===== src/rtl/mr_pkg.sv =====
// Shared types and helpers for the writeback arbiter and its skid buffers.
package mr_pkg;

    localparam int unsigned DEF_XLEN        = 32;
    localparam int unsigned DEF_REGSEL_BITS = 5;
    localparam int unsigned DEF_SEQ_BITS    = 4;

    typedef struct packed {
        logic [DEF_REGSEL_BITS-1:0] rd;
        logic [DEF_XLEN-1:0]        val;
        logic                       jmp;
        logic [DEF_SEQ_BITS-1:0]    seq;
    } wb_req_t;

    // a is older than b when the modular distance a-b falls in the upper half
    function automatic logic seq_older(input logic [DEF_SEQ_BITS-1:0] a,
                                       input logic [DEF_SEQ_BITS-1:0] b);
        logic [DEF_SEQ_BITS-1:0] diff;
        diff = a - b;
        return diff[DEF_SEQ_BITS-1];
    endfunction

endpackage


===== src/rtl/mr_wb_skid.sv =====
// One-entry valid/ready buffer for a writeback request; ready depends only on state and reset.
module mr_wb_skid
    import mr_pkg::*;
(
    input  logic    clk,
    input  logic    rst,
    input  logic    in_valid_i,
    output logic    in_ready_o,
    input  wb_req_t in_req_i,
    output logic    out_valid_o,
    input  logic    out_ready_i,
    output wb_req_t out_req_o
);

    logic    full_q;
    wb_req_t req_q;
    logic    load_c;

    assign in_ready_o  = !full_q && !rst;
    assign load_c      = in_valid_i && in_ready_o;
    assign out_valid_o = full_q;
    assign out_req_o   = req_q;

    always_ff @(posedge clk) begin
        if (rst) begin
            full_q <= 1'b0;
        end else if (load_c) begin
            full_q <= 1'b1;
        end else if (out_ready_i) begin
            full_q <= 1'b0;
        end
    end

    always_ff @(posedge clk) begin
        if (load_c) begin
            req_q <= in_req_i;
        end
    end

endmodule


===== src/rtl/mr_wb_arb.sv =====
// Writeback arbiter: shares the regfile write port and jump strobe between ALU and load paths.
// Optional input skid buffers are enabled with `define MR_WB_SKID_EN.
module mr_wb_arb
    import mr_pkg::*;
#(
    parameter int unsigned XLEN        = DEF_XLEN,
    parameter int unsigned REGSEL_BITS = DEF_REGSEL_BITS,
    parameter int unsigned SEQ_BITS    = DEF_SEQ_BITS,
    parameter int unsigned STARVE_MAX  = 3
) (
    input  logic                   clk,
    input  logic                   rst,
    input  logic                   alu_req_valid,
    output logic                   alu_req_ready,
    input  logic [REGSEL_BITS-1:0] alu_req_reg,
    input  logic [XLEN-1:0]        alu_req_val,
    input  logic                   alu_req_jmp,
    input  logic [SEQ_BITS-1:0]    alu_req_seq,
    input  logic                   mem_req_valid,
    output logic                   mem_req_ready,
    input  logic [REGSEL_BITS-1:0] mem_req_reg,
    input  logic [XLEN-1:0]        mem_req_val,
    input  logic [SEQ_BITS-1:0]    mem_req_seq,
    output logic                   wb_valid,
    output logic [REGSEL_BITS-1:0] wb_reg,
    output logic [XLEN-1:0]        wb_val,
    output logic                   jmp_done
);

    localparam int unsigned CNT_W = 4;

    wb_req_t          alu_in, mem_in, alu_s, mem_s;
    logic             alu_v, mem_v;
    logic             same_c, alu_grant_c, mem_grant_c;
    logic [CNT_W-1:0] starve_q;

    always_comb begin
        alu_in     = '0;
        alu_in.rd  = DEF_REGSEL_BITS'(alu_req_reg);
        alu_in.val = DEF_XLEN'(alu_req_val);
        alu_in.jmp = alu_req_jmp;
        alu_in.seq = DEF_SEQ_BITS'(alu_req_seq);
        mem_in     = '0;
        mem_in.rd  = DEF_REGSEL_BITS'(mem_req_reg);
        mem_in.val = DEF_XLEN'(mem_req_val);
        mem_in.jmp = 1'b0;
        mem_in.seq = DEF_SEQ_BITS'(mem_req_seq);
    end

`ifdef MR_WB_SKID_EN
    mr_wb_skid u_alu_skid (
        .clk         (clk),
        .rst         (rst),
        .in_valid_i  (alu_req_valid),
        .in_ready_o  (alu_req_ready),
        .in_req_i    (alu_in),
        .out_valid_o (alu_v),
        .out_ready_i (alu_grant_c),
        .out_req_o   (alu_s)
    );

    mr_wb_skid u_mem_skid (
        .clk         (clk),
        .rst         (rst),
        .in_valid_i  (mem_req_valid),
        .in_ready_o  (mem_req_ready),
        .in_req_i    (mem_in),
        .out_valid_o (mem_v),
        .out_ready_i (mem_grant_c),
        .out_req_o   (mem_s)
    );
`else
    assign alu_v         = alu_req_valid;
    assign mem_v         = mem_req_valid;
    assign alu_s         = alu_in;
    assign mem_s         = mem_in;
    assign alu_req_ready = alu_grant_c;
    assign mem_req_ready = mem_grant_c;
`endif

    // Grant: lone requester, then WAW age on a shared nonzero rd, then starvation, else mem.
    always_comb begin
        same_c      = alu_v && mem_v && (alu_s.rd == mem_s.rd) && (alu_s.rd != '0);
        alu_grant_c = 1'b0;
        if (!rst && alu_v) begin
            if (!mem_v) begin
                alu_grant_c = 1'b1;
            end else if (same_c) begin
                alu_grant_c = seq_older(alu_s.seq, mem_s.seq);
            end else begin
                alu_grant_c = (starve_q == CNT_W'(STARVE_MAX));
            end
        end
        mem_grant_c = !rst && mem_v && !alu_grant_c;
    end

    always_ff @(posedge clk) begin
        if (rst) begin
            wb_valid <= 1'b0;
            wb_reg   <= '0;
            wb_val   <= '0;
            jmp_done <= 1'b0;
            starve_q <= '0;
        end else begin
            wb_valid <= (alu_grant_c && (alu_s.rd != '0)) || (mem_grant_c && (mem_s.rd != '0));
            wb_reg   <= REGSEL_BITS'(alu_grant_c ? alu_s.rd : mem_s.rd);
            wb_val   <= XLEN'(alu_grant_c ? alu_s.val : mem_s.val);
            jmp_done <= alu_grant_c ? alu_s.jmp : (mem_grant_c && mem_s.jmp);
            if (!alu_v || alu_grant_c) begin
                starve_q <= '0;
            end else if (starve_q != CNT_W'(STARVE_MAX)) begin
                starve_q <= starve_q + CNT_W'(1);
            end
        end
    end

    // Two in-flight writes to one register must never carry the same tag
    always_ff @(posedge clk) begin
        if (!rst && same_c) begin
            assert (alu_s.seq != mem_s.seq);
        end
    end

endmodule


===== config.mk =====
export PLATFORM = sky130hd
export DESIGN_NAME = mr_wb_arb
export DESIGN_NICKNAME = d
export VERILOG_FILES = /design/src/rtl/mr_pkg.sv /design/src/rtl/mr_wb_skid.sv /design/src/rtl/mr_wb_arb.sv
export SDC_FILE = /design/constraint.sdc
export NUM_CORES = 1
export LEC_CHECK = 0
export CORE_UTILIZATION = 25
export DETAILED_ROUTE_END_ITERATION = 16
export GPL_ROUTABILITY_DRIVEN = 0
export SLEW_MARGIN = 20
export SYNTH_ARGS = -nofsm -noshare
export SYNTH_HDL_FRONTEND = slang
export SYNTH_SLANG_ARGS = --single-unit

===== constraint.sdc =====
create_clock -name clk -period 2.2 [get_ports clk]
set_input_delay 0.22 -clock clk [delete_from_list [all_inputs] [get_ports clk]]
set_output_delay 0.22 -clock clk [all_outputs]
set_load 0.02 [all_outputs]

==> flow_summary.html <==
<table>
<tr><th>Metric</th><th>Value</th></tr>
<tr><th colspan="2">Worst setup path</th></tr>
<tr><td>Critical path data arrival time</td><td>1.90 ns</td></tr>
<tr><td>Type of element capturing the critical path</td><td>output port</td></tr>
<tr><td>Largest incremental delay on the critical path</td><td>0.42 ns</td></tr>
<tr><td>Crit start category</td><td>input pin</td></tr>
<tr><td>Standard cell with the maximum stage delay on the critical path</td><td>sky130_fd_sc_hd__or3_4</td></tr>
<tr><td>Biggest fanout along the worst timing path</td><td>2</td></tr>
<tr><td>Required time at the worst-slack endpoint</td><td>1.98 ns</td></tr>
<tr><td>Sequence of cells on the critical path</td><td>dlygate4sd2_1 &gt; buf_4 &gt; xnor2_2 &gt; nand4_1 &gt; or3_4 &gt; mux2_4 &gt; a21oi_2 &gt; buf_6</td></tr>
<tr><td>Kind of critical path</td><td>in2out</td></tr>
<tr><th colspan="2">Timing</th></tr>
<tr><td>Slew at the pin closest to its max-slew limit</td><td>0.361 ns</td></tr>
<tr><td>Setup TNS</td><td>0 ns</td></tr>
<tr><td>Final setup skew</td><td>0.00783 ns</td></tr>
<tr><td>Maximum achievable frequency</td><td>471 MHz</td></tr>
<tr><td>Worst slew margin relative to its limit</td><td>0.760</td></tr>
<tr><td>Minimum period implied by the final worst setup slack</td><td>2.12 ns</td></tr>
<tr><td>Number of pins with negative max-slew slack in the final report</td><td>0</td></tr>
<tr><td>Worst hold slack</td><td>0.297 ns</td></tr>
<tr><td>Share of the clock period used by the worst path</td><td>0.965</td></tr>
<tr><td>Final-report hold violation count</td><td>0</td></tr>
<tr><td>Final Setup Violations</td><td>0</td></tr>
<tr><th colspan="2">Detailed routing</th></tr>
<tr><td>Drc violations</td><td>0</td></tr>
<tr><td>DR vias</td><td>1648</td></tr>
<tr><td>Number of DRC markers in iteration 0</td><td>29</td></tr>
<tr><td>Final Routed Wirelength</td><td>4940 µm</td></tr>
<tr><td>Drt pass-1 iters</td><td>4</td></tr>
<tr><td>Via density</td><td>4.47</td></tr>
<tr><td>Final ANT Viol Nets</td><td>0</td></tr>
<tr><td>Detailed-route wire length per cell</td><td>13.4 µm</td></tr>
<tr><th colspan="2">Placed design</th></tr>
<tr><td>HPWL reported at the end of detailed placement</td><td>3630 µm</td></tr>
<tr><td>Buffers added on ports</td><td>127</td></tr>
<tr><td>Post-placement cell count</td><td>355</td></tr>
<tr><td>Post-Place Cell Area</td><td>3080 µm²</td></tr>
<tr><th colspan="2">Clocking</th></tr>
<tr><td>Clock insertion delay at the later pin of the skew report</td><td>0.29 ns</td></tr>
<tr><td>Clock-pin slew of the registers on the worst-case setup and hold paths</td><td>0.08 ns</td></tr>
<tr><td>Clock root buffer master</td><td>sky130_fd_sc_hd__clkbuf_8</td></tr>
<tr><td>H-tree level count</td><td>2</td></tr>
<tr><td># hold bufs at CTS</td><td>0</td></tr>
<tr><td>CTS tree</td><td>yes</td></tr>
<tr><td>Sinks on Clock Net</td><td>43</td></tr>
<tr><td>Clock tree buffer depth</td><td>2</td></tr>
<tr><td>TritonCTS Buffers</td><td>5</td></tr>
<tr><th colspan="2">Synth</th></tr>
<tr><td>Number of register bits inferred by synthesis</td><td>43</td></tr>
<tr><td>Top-area cell type share of the netlist area</td><td>0.518</td></tr>
<tr><td>Leading area contributor after synthesis</td><td>sky130_fd_sc_hd__dfxtp_1</td></tr>
<tr><td>Synthesized cell area</td><td>1660 µm²</td></tr>
<tr><td>Most numerous cell in the Yosys netlist</td><td>sky130_fd_sc_hd__dfxtp_1</td></tr>
<tr><td>Share of synthesized registers carrying an async set or reset</td><td>0</td></tr>
<tr><td>Top cells by count, synth</td><td>sky130_fd_sc_hd__dfxtp_1, sky130_fd_sc_hd__a22o_1, sky130_fd_sc_hd__nor2_1</td></tr>
<tr><td>Mean post-synth cell area</td><td>11.5 µm²</td></tr>
<tr><td>Synthesized instance count</td><td>144</td></tr>
<tr><td>Predominant post-synthesis flop cell</td><td>sky130_fd_sc_hd__dfxtp_1</td></tr>
<tr><td>Count of distinct cell types in the synthesized netlist</td><td>33</td></tr>
<tr><td>Largest cells by area after synthesis</td><td>sky130_fd_sc_hd__dfxtp_1, sky130_fd_sc_hd__a22o_1, sky130_fd_sc_hd__xnor2_1</td></tr>
<tr><td>Sequential share of the synthesized area</td><td>0.518</td></tr>
<tr><td>Total number of yosys warnings</td><td>0</td></tr>
<tr><td>EDFF count, synth</td><td>0</td></tr>
<tr><td>Net count after synthesis</td><td>234</td></tr>
<tr><th colspan="2">Die</th></tr>
<tr><td>Core Footprint</td><td>6390 µm²</td></tr>
<tr><td>Num ports</td><td>128</td></tr>
<tr><td>Starting utilization of the core area</td><td>0.260</td></tr>
<tr><td>Width of the die</td><td>83.5 µm</td></tr>
<tr><td>Number of placement rows</td><td>29</td></tr>
<tr><td>Die boundary height</td><td>83.5 µm</td></tr>
<tr><td>Die Outline Area</td><td>6980 µm²</td></tr>
<tr><th colspan="2">GRT</th></tr>
<tr><td>Number of antenna violations at the first check in global routing</td><td>0</td></tr>
<tr><td>Met1 global-route usage</td><td>0.155</td></tr>
<tr><td>Largest net degree at the start of global routing</td><td>34</td></tr>
<tr><td>Final global-route overflow total</td><td>0</td></tr>
<tr><td>Routing usage on met2</td><td>0.238</td></tr>
<tr><td>Total routing resource utilization after global routing</td><td>0.137</td></tr>
<tr><td>Global-route wire length before repair</td><td>7520 µm</td></tr>
<tr><td>Gr busiest metal</td><td>met2</td></tr>
<tr><td>Number of global-route vias before repair</td><td>1621</td></tr>
<tr><td>Met3 Resource Use GR</td><td>0.0336</td></tr>
<tr><th colspan="2">Final layout</th></tr>
<tr><td>Non-filler instance count after layout</td><td>369</td></tr>
<tr><td>Final non-filler cell area</td><td>3330 µm²</td></tr>
<tr><td>Area growth from synthesis to layout</td><td>100%</td></tr>
<tr><td>Max FFs per register</td><td>32</td></tr>
<tr><td>Number of fill cells</td><td>586</td></tr>
<tr><td>Net count, final</td><td>381</td></tr>
<tr><td>Number of antenna diodes</td><td>0</td></tr>
<tr><td>Share of cells above drive strength 1</td><td>0.158</td></tr>
<tr><th colspan="2">Power</th></tr>
<tr><td>Max IR drop VDD</td><td>0.000351 V</td></tr>
<tr><td>Leakage power figure</td><td>1.42 nW</td></tr>
<tr><td>PD cells</td><td>557 nW/µm²</td></tr>
<tr><th colspan="2">Outcome</th></tr>
<tr><td>Outcome</td><td>complete, no violations</td></tr>
<tr><th colspan="2">Hold path</th></tr>
<tr><td>Class of the most critical hold timing path</td><td>in2reg</td></tr>
<tr><th colspan="2">Job</th></tr>
<tr><td>Count of max-cap constraint violations</td><td>0</td></tr>
</table>
## timing repair
action,in CTS,in global routing
gates cloned,2,0
gates resized for setup,21,13
pin swaps,7,3
setup endpoints to repair,34,35
buffers inserted,3,1
## kinds of logic after synthesis
kind of cell,share of synthesized area
flops,0.518
buf+inv,0.0542
fa+ha+maj,0.0226
compound gates,0.220
xor+xnor,0.0474
simple gates,0.0941
mux,0.0437
## final cells by class
class / count / area [µm²] / share of cell area
Multi-Input combinational cell: 89 / 778 / 0.234
Timing Repair Buffer: 148 / 1490 / 0.448
Tap cell: 77 / 96.3 / 0.0289
Clock inverter: 2 / 12.5 / 0.00376
Clock buffer: 6 / 72.6 / 0.0218
Inverter: 4 / 15.0 / 0.00451
Sequential cell: 43 / 861 / 0.259
## critical path: cells and delay by family
kind / cells / cell delay, ns
mux: 1 / 0.31
buf+inv: 3 / 0.51
simple gates: 2 / 0.56
compound gates: 1 / 0.15
xor+xnor: 1 / 0.14
## power breakdown
group / internal, mW / switching (mW) / total, mW
clock: 0.222 / 0.265 / 0.487
sequential: 0.831 / 0.0134 / 0.844
combinational: 0.324 / 0.197 / 0.521
total: 1.38 / 0.476 / 1.85
## layer usage
layer  up-vias  routed length, µm
li1        810                  -
met1       743               1980
met2        81               2450
met3        14                331
met4         0                177
met5         -                  0
## through the flow
stage / power [mW] / setup WS [ns] / util
6_report: 1.85 / 0.0775 / 0.521
3_5_place_dp: 1.35 / -0.598 / 0.482
5_1_grt: 1.94 / -0.0141 / 0.521
3_3_place_gp: 1.34 / -0.597 / 0.482
4_1_cts: 1.87 / 0.000808 / 0.509
2_1_floorplan: 1.05 / 0.223 / -
## placed cells by master (no fill, tap or decap), types with 3 or more instances in the layout
cell                              synthesis  final
sky130_fd_sc_hd__dlygate4sd2_1            0      5
sky130_fd_sc_hd__clkdlybuf4s50_1          0    115
sky130_fd_sc_hd__nor2_1                   9      9
sky130_fd_sc_hd__xnor2_2                  0      3
sky130_fd_sc_hd__nand2_1                  6      6
sky130_fd_sc_hd__dfxtp_1                 43     43
sky130_fd_sc_hd__mux2i_1                  5      5
sky130_fd_sc_hd__clkbuf_8                 0      5
sky130_fd_sc_hd__inv_1                    4      4
sky130_fd_sc_hd__dlymetal6s2s_1           0      5
sky130_fd_sc_hd__buf_4                    0     17
sky130_fd_sc_hd__a22o_1                  32     32
sky130_fd_sc_hd__xnor2_1                  7      4
## final timing paths
kind / start / end / slack [ns] / depth (start not counted)
worst max-delay path: alu_req_reg[0] / mem_req_ready / 0.08 / 8
worst min-delay path: mem_req_reg[1] / wb_reg[1]$_SDFF_PP0_ / 0.30 / 3
worst max register to register: starve_q[0]$_SDFFE_PP0N_ / wb_val[25]$_SDFF_PP0_ / 0.41 / 9
worst min register to register: starve_q[1]$_SDFFE_PP0N_ / starve_q[1]$_SDFFE_PP0N_ / 0.47 / 2
No activity file was read; power rests on OpenSTA's default activity.
